`config.mk`:
```
export PLATFORM = sky130hd
export DESIGN_NAME = hls_run_sequencer
export DESIGN_NICKNAME = d
export VERILOG_FILES = /design/src/rtl/hls_seq_pkg.sv /design/src/rtl/hls_result_fifo.sv /design/src/rtl/hls_run_sequencer.sv
export SDC_FILE = /design/constraint.sdc
export NUM_CORES = 1
export LEC_CHECK = 0
export CAP_MARGIN = 20
export CORE_MARGIN = 10
export CORE_UTILIZATION = 60
export CTS_CLUSTER_SIZE = 25
export DETAILED_ROUTE_END_ITERATION = 8
export PLACE_DENSITY = 0.9
export SETUP_SLACK_MARGIN = 0.1
export SLEW_MARGIN = 10
export SYNTH_ARGS = -nofsm -noshare
export SYNTH_HDL_FRONTEND = slang
export SYNTH_HIERARCHICAL = 1
export SYNTH_SLANG_ARGS = --single-unit
```
`constraint.sdc`:
```
create_clock -name clock -period 16.3 [get_ports clock]
set_input_delay 2.445 -clock clock [delete_from_list [all_inputs] [get_ports clock]]
set_output_delay 2.445 -clock clock [all_outputs]
set_load 0.05 [all_outputs]
```
`src/rtl/hls_seq_pkg.sv`:
```
// hls_seq_pkg
//   Shared definitions for the HLS run sequencer: FSM state encoding,
//   result status codes and the packed result record width helper.
package hls_seq_pkg;

  typedef enum logic [2:0] {
    ST_IDLE,
    ST_DRST,
    ST_START,
    ST_WAIT,
    ST_RECORD
  } seq_state_e;

  localparam int unsigned STATUS_W = 2;

  localparam logic [STATUS_W-1:0] STATUS_FAIL    = 2'b00;
  localparam logic [STATUS_W-1:0] STATUS_PASS    = 2'b01;
  localparam logic [STATUS_W-1:0] STATUS_NOCMP   = 2'b10;
  localparam logic [STATUS_W-1:0] STATUS_TIMEOUT = 2'b11;

  // Record layout: {status, run_idx, cycles}
  function automatic int unsigned rec_width(input int unsigned run_w,
                                            input int unsigned cycle_w);
    return STATUS_W + run_w + cycle_w;
  endfunction

endpackage

```
`src/rtl/hls_result_fifo.sv`:
```
// hls_result_fifo
//   Synchronous FIFO with registered head-of-queue outputs.
//   Ports:
//     clk_i, rst_ni      clock, synchronous active-low reset (flushes)
//     push_i/push_data_i write request/data; ignored while full_o=1
//     pop_i              consume head entry when valid_o=1
//     full_o, empty_o    registered occupancy flags
//     valid_o, data_o    registered head entry
module hls_result_fifo #(
  parameter int unsigned WIDTH = 8,
  parameter int unsigned DEPTH = 8
) (
  input  logic             clk_i,
  input  logic             rst_ni,
  input  logic             push_i,
  input  logic [WIDTH-1:0] push_data_i,
  input  logic             pop_i,
  output logic             full_o,
  output logic             empty_o,
  output logic             valid_o,
  output logic [WIDTH-1:0] data_o
);

  localparam int unsigned AW = (DEPTH > 1) ? $clog2(DEPTH) : 1;
  localparam int unsigned CW = $clog2(DEPTH + 1);

  logic [WIDTH-1:0] mem_q [DEPTH];
  logic [AW-1:0]    wptr_q, wptr_d;
  logic [AW-1:0]    rptr_q, rptr_d;
  logic [CW-1:0]    count_q, count_d;
  logic [CW-1:0]    remain;
  logic             valid_q, valid_d;
  logic             full_q, full_d;
  logic [WIDTH-1:0] data_q, data_d;
  logic             push_ok, pop_ok;

  // Full blocks a push even when a pop happens in the same cycle.
  assign push_ok = push_i && !full_q;
  assign pop_ok  = pop_i && valid_q;

  always_comb begin
    wptr_d  = wptr_q + AW'(push_ok);
    rptr_d  = rptr_q + AW'(pop_ok);
    count_d = count_q + CW'(push_ok) - CW'(pop_ok);
    remain  = count_q - CW'(pop_ok);
    valid_d = (count_d != '0);
    full_d  = (count_d == CW'(DEPTH));
    data_d  = data_q;
    // Head register: bypass the write when the queue would otherwise be
    // empty, else preload the next stored entry.
    if (remain == '0) begin
      if (push_ok) begin
        data_d = push_data_i;
      end
    end else begin
      data_d = mem_q[rptr_d];
    end
  end

  always_ff @(posedge clk_i) begin
    if (push_ok) begin
      mem_q[wptr_q] <= push_data_i;
    end
  end

  always_ff @(posedge clk_i) begin
    if (!rst_ni) begin
      wptr_q  <= '0;
      rptr_q  <= '0;
      count_q <= '0;
      valid_q <= 1'b0;
      full_q  <= 1'b0;
      data_q  <= '0;
    end else begin
      wptr_q  <= wptr_d;
      rptr_q  <= rptr_d;
      count_q <= count_d;
      valid_q <= valid_d;
      full_q  <= full_d;
      data_q  <= data_d;
    end
  end

  assign full_o  = full_q;
  assign empty_o = !valid_q;
  assign valid_o = valid_q;
  assign data_o  = data_q;

endmodule

```
`src/rtl/hls_run_sequencer.sv`:
```
// hls_run_sequencer
//   Runs a start_port/done_port accelerator a commanded number of times:
//   per run it resets the DUT, pulses start, counts cycles to done (or
//   timeout/abort) and queues a {status, run_idx, cycles} record.
//   Ports:
//     clock, reset               clock, synchronous active-low reset
//     cmd_valid/cmd_ready        sequence request handshake (ready in IDLE)
//     cmd_runs, cmd_compare      run count, use dut_success for status
//     abort                      ends the sequence after the current run
//     dut_reset, start_port      active-low DUT reset, one-cycle start
//     done_port, dut_success     DUT completion and self-check result
//     res_valid/res_ready/res_data  result record stream
//     busy, runs_done            not-IDLE flag, records pushed this sequence
module hls_run_sequencer
  import hls_seq_pkg::*;
#(
  parameter int unsigned RUN_W          = 16,
  parameter int unsigned CYCLE_W        = 32,
  parameter int unsigned TIMEOUT        = 200000000,
  parameter int unsigned DUT_RST_CYCLES = 2,
  parameter int unsigned FIFO_DEPTH     = 8
) (
  input  logic                              clock,
  input  logic                              reset,
  input  logic                              cmd_valid,
  output logic                              cmd_ready,
  input  logic [RUN_W-1:0]                  cmd_runs,
  input  logic                              cmd_compare,
  input  logic                              abort,
  output logic                              dut_reset,
  output logic                              start_port,
  input  logic                              done_port,
  input  logic                              dut_success,
  output logic                              res_valid,
  input  logic                              res_ready,
  output logic [STATUS_W+RUN_W+CYCLE_W-1:0] res_data,
  output logic                              busy,
  output logic [RUN_W-1:0]                  runs_done
);

  localparam int unsigned REC_W  = rec_width(RUN_W, CYCLE_W);
  localparam int unsigned RSTC_W = (DUT_RST_CYCLES > 1) ? $clog2(DUT_RST_CYCLES) : 1;

  seq_state_e          state_q, state_d;
  logic [RUN_W-1:0]    runs_q, runs_d;
  logic                cmp_q, cmp_d;
  logic [RUN_W-1:0]    run_idx_q, run_idx_d;
  logic [RUN_W-1:0]    runs_done_q, runs_done_d;
  logic                abort_q, abort_d;
  logic [RSTC_W-1:0]   rst_cnt_q, rst_cnt_d;
  logic [CYCLE_W-1:0]  cnt_q, cnt_d;
  logic [STATUS_W-1:0] st_q, st_d;
  logic [CYCLE_W-1:0]  cyc_q, cyc_d;

  logic cmd_ready_q, dut_reset_q, start_port_q, busy_q;

  logic             push;
  logic [REC_W-1:0] push_data;
  logic             fifo_full;
  logic             fifo_empty;
  logic             fifo_pop;

  always_comb begin
    state_d     = state_q;
    runs_d      = runs_q;
    cmp_d       = cmp_q;
    run_idx_d   = run_idx_q;
    runs_done_d = runs_done_q;
    abort_d     = abort_q;
    rst_cnt_d   = rst_cnt_q;
    cnt_d       = cnt_q;
    st_d        = st_q;
    cyc_d       = cyc_q;
    push        = 1'b0;

    unique case (state_q)
      ST_IDLE: begin
        abort_d = 1'b0;
        if (cmd_valid && cmd_ready_q) begin
          runs_d      = cmd_runs;
          cmp_d       = cmd_compare;
          run_idx_d   = '0;
          runs_done_d = '0;
          if (cmd_runs != '0) begin
            state_d   = ST_DRST;
            rst_cnt_d = '0;
          end
        end
      end
      ST_DRST: begin
        if (abort) abort_d = 1'b1;
        if (rst_cnt_q == RSTC_W'(DUT_RST_CYCLES - 1)) begin
          state_d = ST_START;
          cnt_d   = CYCLE_W'(1);
        end else begin
          rst_cnt_d = rst_cnt_q + 1'b1;
        end
      end
      ST_START: begin
        if (abort) abort_d = 1'b1;
        state_d = ST_WAIT;
        cnt_d   = cnt_q + 1'b1;
      end
      ST_WAIT: begin
        if (done_port) begin
          st_d    = cmp_q ? (dut_success ? STATUS_PASS : STATUS_FAIL) : STATUS_NOCMP;
          cyc_d   = cnt_q;
          state_d = ST_RECORD;
        end else if (abort) begin
          abort_d = 1'b1;
          st_d    = STATUS_TIMEOUT;
          cyc_d   = cnt_q;
          state_d = ST_RECORD;
        end else if (cnt_q >= CYCLE_W'(TIMEOUT)) begin
          st_d    = STATUS_TIMEOUT;
          cyc_d   = cnt_q;
          state_d = ST_RECORD;
        end else begin
          cnt_d = cnt_q + 1'b1;
        end
      end
      ST_RECORD: begin
        if (abort) abort_d = 1'b1;
        if (!fifo_full) begin
          push        = 1'b1;
          run_idx_d   = run_idx_q + 1'b1;
          runs_done_d = runs_done_q + 1'b1;
          if ((run_idx_q + 1'b1) == runs_q || abort_q || abort) begin
            state_d = ST_IDLE;
          end else begin
            state_d   = ST_DRST;
            rst_cnt_d = '0;
          end
        end
      end
      default: state_d = ST_IDLE;
    endcase
  end

  assign push_data = {st_q, run_idx_q, cyc_q};

  always_ff @(posedge clock) begin
    if (!reset) begin
      state_q      <= ST_IDLE;
      runs_q       <= '0;
      cmp_q        <= 1'b0;
      run_idx_q    <= '0;
      runs_done_q  <= '0;
      abort_q      <= 1'b0;
      rst_cnt_q    <= '0;
      cnt_q        <= '0;
      st_q         <= '0;
      cyc_q        <= '0;
      cmd_ready_q  <= 1'b0;
      dut_reset_q  <= 1'b0;
      start_port_q <= 1'b0;
      busy_q       <= 1'b0;
    end else begin
      state_q      <= state_d;
      runs_q       <= runs_d;
      cmp_q        <= cmp_d;
      run_idx_q    <= run_idx_d;
      runs_done_q  <= runs_done_d;
      abort_q      <= abort_d;
      rst_cnt_q    <= rst_cnt_d;
      cnt_q        <= cnt_d;
      st_q         <= st_d;
      cyc_q        <= cyc_d;
      // Output flops decode the next state so they align with state_q.
      cmd_ready_q  <= (state_d == ST_IDLE);
      dut_reset_q  <= (state_d != ST_DRST);
      start_port_q <= (state_d == ST_START);
      busy_q       <= (state_d != ST_IDLE);
    end
  end

  assign fifo_pop = res_ready && !fifo_empty;

  hls_result_fifo #(
    .WIDTH (REC_W),
    .DEPTH (FIFO_DEPTH)
  ) u_fifo (
    .clk_i       (clock),
    .rst_ni      (reset),
    .push_i      (push),
    .push_data_i (push_data),
    .pop_i       (fifo_pop),
    .full_o      (fifo_full),
    .empty_o     (fifo_empty),
    .valid_o     (res_valid),
    .data_o      (res_data)
  );

  assign cmd_ready  = cmd_ready_q;
  assign dut_reset  = dut_reset_q;
  assign start_port = start_port_q;
  assign busy       = busy_q;
  assign runs_done  = runs_done_q;

endmodule

```
# [After elaboration in Yosys (flattened, before gate mapping)]
# Memories as Yosys holds them, arrays and structs flattened.
# Cells that the tools add are included.
[word_totals] n_memories=1 word_cells=115 regBits=186 latchBits=0 mem_bits_rw=400 romBits=0 input_bits=24
[op_classes] n_bitwise=0 n_mul=0 reduce_logical=25 addsub=9 muxes=42 order_cmp=1 n_eq_ne=17 n_div=0 n_shift=0
[mem_list] memory="u_fifo.mem_q" depth=8 word_bits=50 read_ports=1 rd_clocked_by_memory_dff=0 write_ports=1 line="hls_result_fifo.sv:27" rtl="logic [WIDTH-1:0] mem_q [DEPTH];"
[op_table] op="32-bit two-way mux" count=7
[op_table] op="50-bit two-way mux" count=2
[op_table] op="32-bit one-hot mux with 3 select lines" count=1
[op_table] op="16-bit one-hot mux with 2 select lines" count=2
[op_table] op="16-bit two-way mux" count=3
[op_table] op="16-bit by 1-bit adder with 16-bit output, second input constant" count=2
[op_table] op="32-bit by 1-bit adder with 32-bit output, second input constant" count=1
[op_table] op="32-bit by 28-bit greater-or-equal comparator with 1-bit output, second input constant" count=1
[op_table] op="3-bit two-way mux" count=7
[op_table] op="16-bit == test" count=1
[op_table] op="2-bit != test, second input constant" count=8
[op_table] op="16-bit nonzero test" count=1
[op_table] op="3-bit one-hot mux with 5 select lines" count=1
[op_table] op="3-bit nonzero test" count=5
[op_table] op="1-bit two-way mux" count=13
[op_table] op="5-bit AND reduction" count=2
[op_table] op="3-bit by 2-bit == test with 1-bit output, second input constant" count=3
[op_table] op="2-bit two-way mux" count=4
[op_table] op="4-bit by 1-bit subtractor with 4-bit output" count=2
[op_table] op="3-bit by 1-bit adder with 3-bit output" count=2
[op_table] op="3-bit zero test" count=2
[op_table] op="1-bit one-hot mux with 3 select lines" count=2
[op_table] op="2-bit AND reduction" count=3
[op_table] op="4-bit by 1-bit adder with 4-bit output" count=1
[op_table] op="14 further kinds" count=18

# [Depth between registers and ports, before layout]
# Gate-level depths: netlist of the first run.
[logic_depth] word_depth=8 ltp_mapped=15 ltp_nobuf=12

# [Modules after synthesis]
# Netlist of the first run, hierarchy kept.
[by_module_without_submodules] module="hls_result_fifo" area_each_um2=19094.6 seq_area_each_um2=13252.7 cells_per_inst=1217 n_inst=1
[by_module_without_submodules] module="hls_run_sequencer" area_each_um2=5828.1 seq_area_each_um2=2482.4 cells_per_inst=701 n_inst=1

# [Least setup slack after synthesis of the first run]
# OpenSTA, ideal clock, no wires.
[synth_timing] kind="register to register" startpoint="register state_q[1]" endpoint="memory u_fifo/mem_q[0][0] (netlist name) (enable)" path_stages_with_launch=7 path_slack_ns=9.384 t_arrival_ns=6.334 t_required_ns=15.718 n_path_buf=2 cell_sequence="dfxtp_1 clkbuf_1 or4b_1 inv_1 clkbuf_1 nand2b_4 nor4_1"
[synth_between] elab_chain_cells=5
[synth_lines] item="start, declared" line="hls_run_sequencer.sv:44" rtl="seq_state_e state_q, state_d;"
[synth_lines] item="start signal, assigned" line="hls_run_sequencer.sv:159" rtl="state_q <= state_d;"
[synth_lines] item="3-bit == test" line="hls_run_sequencer.sv:76" rtl="unique case (state_q)"
[synth_lines] item="1-bit two-way mux" line="hls_run_sequencer.sv:76"
[synth_lines] item="via push" line="hls_run_sequencer.sv:57" rtl="logic push;"
[synth_lines] item="1-bit logical AND" line="hls_result_fifo.sv:38" rtl="assign push_ok = push_i && !full_q;"
[synth_lines] item="1-bit two-way mux" line="hls_result_fifo.sv:61" rtl="if (push_ok) begin"
[synth_lines] item="1-bit two-way mux (not written as such)" line="hls_result_fifo.sv:62" rtl="mem_q[wptr_q] <= push_data_i;"
[synth_lines] item="end, declared" line="hls_result_fifo.sv:27"
# The timed path passes the listed nets, and every way through them passes these cells.

# [Final worst setup path of the first run]
[layout_timing] startpoint="input port res_ready" endpoint="register u_fifo.data_q[6], in the netlist u_fifo/data_o[6]"
[layout_between] elab_chain_cells=5 word_cells_on_any_way=8
[layout_lines] item="start, declared" line="hls_run_sequencer.sv:35" rtl="input logic res_ready,"
[layout_lines] item="1-bit logical AND" line="hls_run_sequencer.sv:177" rtl="assign fifo_pop = res_ready && !fifo_empty;"
[layout_lines] item="via fifo_pop" line="hls_run_sequencer.sv:61" rtl="logic fifo_pop;"
[layout_lines] item="1-bit logical AND" line="hls_result_fifo.sv:39" rtl="assign pop_ok = pop_i && valid_q;"
[layout_lines] item="3-bit by 1-bit adder with 3-bit output" line="hls_result_fifo.sv:43" rtl="rptr_d = rptr_q + AW'(pop_ok);"
[layout_lines] item="via u_fifo.rptr_d[1]" line="hls_result_fifo.sv:29" rtl="logic [AW-1:0] rptr_q, rptr_d;"
[layout_lines] item="memory read 8 x 50 bit"
[layout_lines] item="50-bit two-way mux" line="hls_result_fifo.sv:51" rtl="if (remain == '0) begin"
[layout_lines] item="end signal, assigned" line="hls_result_fifo.sv:80" rtl="data_q <= data_d;"
[layout_lines] item="end, declared" line="hls_result_fifo.sv:34" rtl="logic [WIDTH-1:0] data_q, data_d;"
# The timed path passes the listed nets, and every way through them passes these cells.
# A chain may end at the register's enable or synchronous reset.

==> flow_metrics.env, run 1 <==
export IMPL_status="finished clean"
export IMPL_grt_pass1_wl_um=94600
export IMPL_crit_family="buffers and inverters"
export IMPL_die_area_um2=50100
export IMPL_wl_per_cell_um=23.9
export IMPL_ant_nets=0
export IMPL_yosysSeqAreaShare_pct=63.1
export IMPL_synth_common_cells="edfxtp_1 (400), nand3_1 (222), mux2i_1 (200)"
export IMPL_ctsResizeCount=0
export IMPL_grt_usage_pct=23.7
export IMPL_cts_sinks=586
export IMPL_via_per_inst=6.51
export IMPL_whs_path_depth=2
export IMPL_power_density_nw_per_um2=106
export IMPL_synth_distinct_cells=68
export IMPL_rsz0062_at_grt="false"
export IMPL_layout_nets=2008
export IMPL_diodes=0
export IMPL_yosys_warnings=6
export IMPL_ff2ff_path_depth=7
export IMPL_drt_iter0_drc=1870
export IMPL_hold_buffers=0
export IMPL_port_buffers=94
export IMPL_synth_top_cell_by_area="edfxtp_1"
export IMPL_critPathBufInv=3
export IMPL_postLayoutCellArea_um2=28000
export IMPL_cts_buffers=54
export IMPL_cp_arrival_ns=5.90
export IMPL_core_um2=40900
export IMPL_synth_cells=1918
export IMPL_netlist_top_cells_area="edfxtp_1 (48%), dfxtp_1 (15%), mux2i_1 (8.0%), nand3_1 (4.5%), mux2_2 (2.3%)"
export IMPL_ios=95
export IMPL_cts_root_buf="clkbuf_16"
export IMPL_grt_pass1_vias=16806
export IMPL_p_clk_share_pct=45.0
export IMPL_drc_errors=0
export IMPL_yosysMostFrequentCell="edfxtp_1"
export IMPL_cp_start_kind="input port"
export IMPL_htreeDepth=2
export IMPL_min_to="runs_q[10]"
export IMPL_fin_skew_ns=0.0238
export IMPL_fin_crit_sh_pct=33.4
export IMPL_p_comb_share_pct=1.9
export IMPL_synth_seq_cells=586
export IMPL_tns_ns=0
export IMPL_intPower_mw=2.37
export IMPL_seqPwrFrac_pct=53.1
export IMPL_r2r_slack_ns=11.79
export IMPL_slew_violations=0
export IMPL_regArea_um2=15700
export IMPL_place_gp_congestion=0.802
export IMPL_synthesis_nets=1956
export IMPL_synth_edf_count=400
export IMPL_async_reset_ff_share_pct=0
export IMPL_start_util_pct=60.9
export IMPL_crit_path_max_fanout=152
export IMPL_ys_flop_type="edfxtp_1"
export IMPL_clk_latency_ns=0.62
export IMPL_placed_area_um2=26100
export IMPL_reg2reg_to="u_fifo/mem_q[7][12]"
export IMPL_multi_input_area_um2=8390
export IMPL_worstMarginPinSlew_ns=1.14
export IMPL_r2r_start="state_q[2]"
export IMPL_max_freq_mhz=184
export IMPL_slew_headroom_pct=23.7
export IMPL_path_cells="clkdlybuf4s50_1, nor2b_1, nand2_1, inv_1, ha_2, ha_4, buf_12, mux2i_1, nand3_1, nand4_1, a21oi_2"
export IMPL_num_rows=74
export IMPL_cap_violations=0
export IMPL_p_sw_mw=0.602
export IMPL_dp_hpwl_um=32800
export IMPL_postSynthAreaPerCell_um2=13.0
export IMPL_antenna_found_initial=0
export IMPL_wl_um=60800
export IMPL_synth_top_area_share_pct=48.2
export IMPL_cts_tree="built"
export IMPL_clk_pin_slew_ns=0.07
export IMPL_fillCellCount=2631
export IMPL_clockBufferDepth=3
export IMPL_drive_gt1_share_pct=12.6
export IMPL_hold_viol=0
export IMPL_peakVddDrop_v=0.0000771
export IMPL_worst_path_largest_cell_delay_ns=0.85
export IMPL_num_vias=16575
export IMPL_grt_overflow_total=0
export IMPL_worstSetupPathType="in -> reg"
export IMPL_leakagePower_nw=8.67
export IMPL_dr_pass1_iters=7
export IMPL_crit_slowest_cell="buf_12"
export IMPL_min_from="runs_q[10]"
export IMPL_syn_area_um2=24900
export IMPL_syn_to_final_growth_pct=12.2
export IMPL_setup_viol=0
export IMPL_period_needed_ns=5.44
export IMPL_cts_setup_buffers=0
export IMPL_hp_class="reg -> reg"
export IMPL_endpoint_kind="flop"
export IMPL_critPathRequiredTime_ns=16.75
export IMPL_fp_dieH_um=224
export IMPL_grt_max_degree=153
export IMPL_netSwitchingFraction_pct=20.2
export IMPL_die_x_um=224
## worst register-to-register path, stage by stage (launching register included)
cell and delay [ns]:
dfxtp_1 0.70, or4b_1 0.87, inv_1 0.52, nand2b_4 0.22, inv_4 0.15, nand2_1 0.22
nor2_4 0.85, buf_4 0.59
## sequential cells by signal, indices dropped and copies added, names as in the netlist, 2 cells and up
name            count
u_fifo/mem_q      400
runs_done          16
u_fifo/wptr_q       3
u_fifo/rptr_q       3
cnt_q              32
state_q             3
u_fifo/count_q      4
cyc_q              32
run_idx_q          16
runs_q             16
st_q                2
u_fifo/data_o      50
## area by class of cell
class	count	area share, %
flip-flops and latches	586	56.3
multi-input cells	1182	30.0
clock buffers	65	5.16
repair buffers	127	4.31
well taps	532	2.38
clock inverters	35	1.58
inverters	19	0.264
## routing by layer
| metal | wire (um) | track usage (%) | vias up |
|---|---|---|---|
| met3 | 6740 | 5.76 | 187 |
| met2 | 29700 | 39.2 | 1045 |
| met5 | 0 | 0 | - |
| li1 | - | - | 7270 |
| met4 | 2050 | 9.98 | 0 |
| met1 | 22300 | 29.2 | 8073 |
## cells in the final DEF, fill, tap and decap left out, drive strengths merged, types with 15 or more instances in the layout
| cell type | n |
|---|---|
| and2 | 16 |
| a21boi | 56 |
| nand3 | 222 |
| o31ai | 52 |
| edfxtp | 400 |
| nand4 | 70 |
| nor2 | 74 |
| a21oi | 64 |
| mux2 | 50 |
| clkdlybuf4s50 | 93 |
| o21ai | 22 |
| xor2 | 42 |
| mux2i | 200 |
| dfxtp | 186 |
| xnor2 | 30 |
| nor3 | 15 |
| nand2 | 143 |
| buf | 34 |
| inv | 22 |
| clkbuf | 65 |
| clkinv | 18 |
## cells by family (layout without fill, tap and decap cells)
family,count (synthesis),in the layout,synth area share (%)
simple gates,613,613,12.3
flops,586,586,63.1
mux,250,250,10.3
compound gates,233,233,7.29
buf+inv,150,246,3.65
xor+xnor,72,72,2.61
fa+ha+maj,14,14,0.733
## power groups by stage
stage	registers, mW	clock network (mW)	logic [mW]
global placement	1.61	0	0.0541
global route	1.58	1.40	0.0621
detailed placement	1.61	0	0.0560
floorplan	1.61	0	0.0321
finish	1.58	1.34	0.0576
CTS	1.58	1.35	0.0568
## through the flow
stage | setup slack [ns] | total power, mW | util [%] | hold slack [ns] | cells
after floorplan | 9.38 | 1.65 | - | 0.444 | 1918
after global placement | 10.45 | 1.67 | 63.7 | 0.459 | 2444
after detailed placement | 10.31 | 1.67 | 63.7 | 0.478 | 2445
after CTS | 10.91 | 2.99 | 68.3 | 0.486 | 2545
after global routing | 10.73 | 3.04 | 68.3 | 0.499 | 2546
final | 10.86 | 2.98 | 68.3 | 0.480 | 2546
## how the worst max path moves through the flow
stage | end | depth (start not counted) | from
after floorplan | u_fifo/mem_q[0][0] | 6 | state_q[1]
after global placement | u_fifo/data_o[7] | 11 | res_ready
after detailed placement | u_fifo/data_o[0] | 11 | res_ready
after CTS | u_fifo/data_o[6] | 11 | res_ready
after global routing | u_fifo/data_o[10] | 11 | res_ready
final | u_fifo/data_o[6] | 11 | res_ready
(Power assumes the default switching activity.)
==> run 2: changes to the inputs <==
Settings changed: CORE_UTILIZATION 60 to 55, PLACE_DENSITY 0.9 to 0.87.
Clock period 16.3 ns to 4.7 ns, I/O delays scaled along.
==> run 2 against run 1 <==
  * Combinational power grew to 3.5 times the previous value
  * Total power grew to 3.5 times the previous value
  * Design area grew 1.2%
  * Clock-buffer cell count grew 5
  * Utilization shrank 4.8 points
  * Non-clock buffer count grew 9
  * Global-route usage shrank 2.6 points
  * Wire length shrank 4.6%
  * Clock skew grew 0.0037 ns
  * Largest cell class unchanged
==> flow_metrics.env, run 2 (synthesis results as in run 1) <==
export IMPL_grt_pass1_wl_um=90800
export IMPL_hold_viol=0
export IMPL_via_per_inst=6.17
export IMPL_largest_reg_flops=400
export IMPL_wl_um=58000
export IMPL_die_area_um2=54200
export IMPL_drt_iter0_drc=1680
export IMPL_tns_ns=0
export IMPL_regMostFlops="u_fifo/mem_q"
export IMPL_ant_nets=0
export IMPL_crit_path_max_fanout=24
export IMPL_multi_input_area_um2=8410
export IMPL_fp_dieH_um=233
export IMPL_endpoint_kind="flop"
export IMPL_slew_headroom_pct=22.4
export IMPL_diodes=0
export IMPL_drc_errors=0
export IMPL_fin_crit_sh_pct=85.2
export IMPL_hold_slack_ns=0.483
export IMPL_worstMarginPinSlew_ns=1.16
export IMPL_regArea_um2=15700
export IMPL_clockBufferDepth=3
export IMPL_core_um2=44500
export IMPL_post_route_util_pct=63.6
export IMPL_dp_hpwl_um=33200
export IMPL_peakVddDrop_v=0.000272
export IMPL_period_needed_ns=4.00
export IMPL_start_util_pct=56.0
export IMPL_cp_endpoint="u_fifo/full_o"
export IMPL_num_rows=77
export IMPL_postLayoutCellArea_um2=28300
export IMPL_status="finished clean"
export IMPL_grt_overflow_total=0
export IMPL_wl_per_cell_um=22.2
export IMPL_htreeDepth=2
export IMPL_worstSetupPathType="reg -> reg"
export IMPL_rsz0062_at_grt="false"
export IMPL_place_gp_congestion=0.873
export IMPL_grt_max_degree=102
export IMPL_layout_commonest_cell="edfxtp_1"
export IMPL_ios=95
export IMPL_slew_violations=0
export IMPL_ff2ff_path_depth=12
export IMPL_cts_root_buf="clkbuf_16"
export IMPL_die_x_um=233
export IMPL_ctsResizeCount=0
export IMPL_grt_pass1_vias=16436
export IMPL_power_density_nw_per_um2=368
export IMPL_setup_viol=0
export IMPL_num_vias=16152
export IMPL_mostFrequentLayoutCells="edfxtp_1 (400), nand3_1 (222), mux2i_1 (200)"
export IMPL_dr_pass1_iters=6
export IMPL_leakagePower_nw=8.97
export IMPL_syn_to_final_growth_pct=13.5
export IMPL_crit_start="state_q[0]"
export IMPL_r2r_slack_ns=0.70
export IMPL_cap_violations=0
export IMPL_grt_usage_pct=21.1
export IMPL_max_freq_mhz=250
export IMPL_cp_arrival_ns=4.52
export IMPL_drive_gt1_share_pct=13.3
export IMPL_reg2reg_to="u_fifo/full_o"
export IMPL_r2r_start="state_q[0]"
export IMPL_placed_area_um2=26300
export IMPL_fin_skew_ns=0.0275
export IMPL_fillCellCount=3061
export IMPL_hold_buffers=0
export IMPL_clk_latency_ns=0.61
export IMPL_cts_setup_buffers=0
export IMPL_clk_pin_slew_ns=0.06
export IMPL_cts_buffers=54
export IMPL_cp_start_kind="flop"
export IMPL_antenna_found_initial=0
export IMPL_hp_class="reg -> reg"
export IMPL_port_buffers=94
export IMPL_cts_tree="built"
export IMPL_cts_sinks=586
export IMPL_critPathRequiredTime_ns=5.22
export IMPL_layout_nets=2017
## run 2: cell count changes in the layout (fill, tap and decap cells not counted), sizes merged
| cell | change |
|---|---|
| clkinvlp | -1 |
| clkinv | -3 |
| bufinv | -2 |
| buf | +9 |
| clkbuf | +5 |
| inv | +3 |
## run 2: how the worst min path moves through the flow
stage	from	end	cells after the start
2_1_floorplan	abort_q	abort_q	2
3_3_place_gp	abort_q	abort_q	2
3_5_place_dp	abort_q	abort_q	2
4_1_cts	abort_q	abort_q	2
5_1_grt	runs_q[15]	runs_q[15]	2
6_report	abort_q	abort_q	2
## run 2: per-stage QoR
| stage | power, mW | std cells | worst slack [ns] |
|---|---|---|---|
| after CTS | 10.5 | 2616 | 0.789 |
| final | 10.4 | 2617 | 0.697 |
| after global placement | 5.78 | 2514 | 0.879 |
| after floorplan | 5.71 | 1918 | -0.875 |
| after detailed placement | 5.78 | 2514 | 0.839 |
| after global routing | 10.7 | 2617 | 0.548 |
## run 2: layer usage
| metal | part of all wire [%] | track usage [%] |
|---|---|---|
| met1 | 38 | 26.3 |
| met2 | 50 | 35.7 |
| met3 | 8.7 | 3.64 |
| met4 | 3.4 | 9.05 |
| met5 | 0 | 0 |
## run 2: layout make-up
class	count	share of cell area, %
flip-flops and latches	586	55.6
repair buffers	136	4.77
multi-input cells	1182	29.7
clock buffers	70	5.65
clock inverters	32	1.36
well taps	592	2.62
inverters	19	0.261
## run 2: where the power goes
group	internal, mW	leakage, nW	switching (mW)
Sequential	5.46	4.89	0.0178
Clock	2.81	0.969	1.93
Combinational	0.0785	3.11	0.121
Total	8.35	8.97	2.07
## run 2: worst max-delay path: stages, from the launching register on
cell and delay (ns):
dfxtp_1 0.46, or4b_1 0.95, inv_1 0.51, nand2b_4 0.18
inv_4 0.34, nand2_1 0.12, nand2_1 0.08, ha_1 0.16
inv_1 0.06, fa_1 0.40, xor2_1 0.18, nor3b_1 0.25
and3b_1 0.23
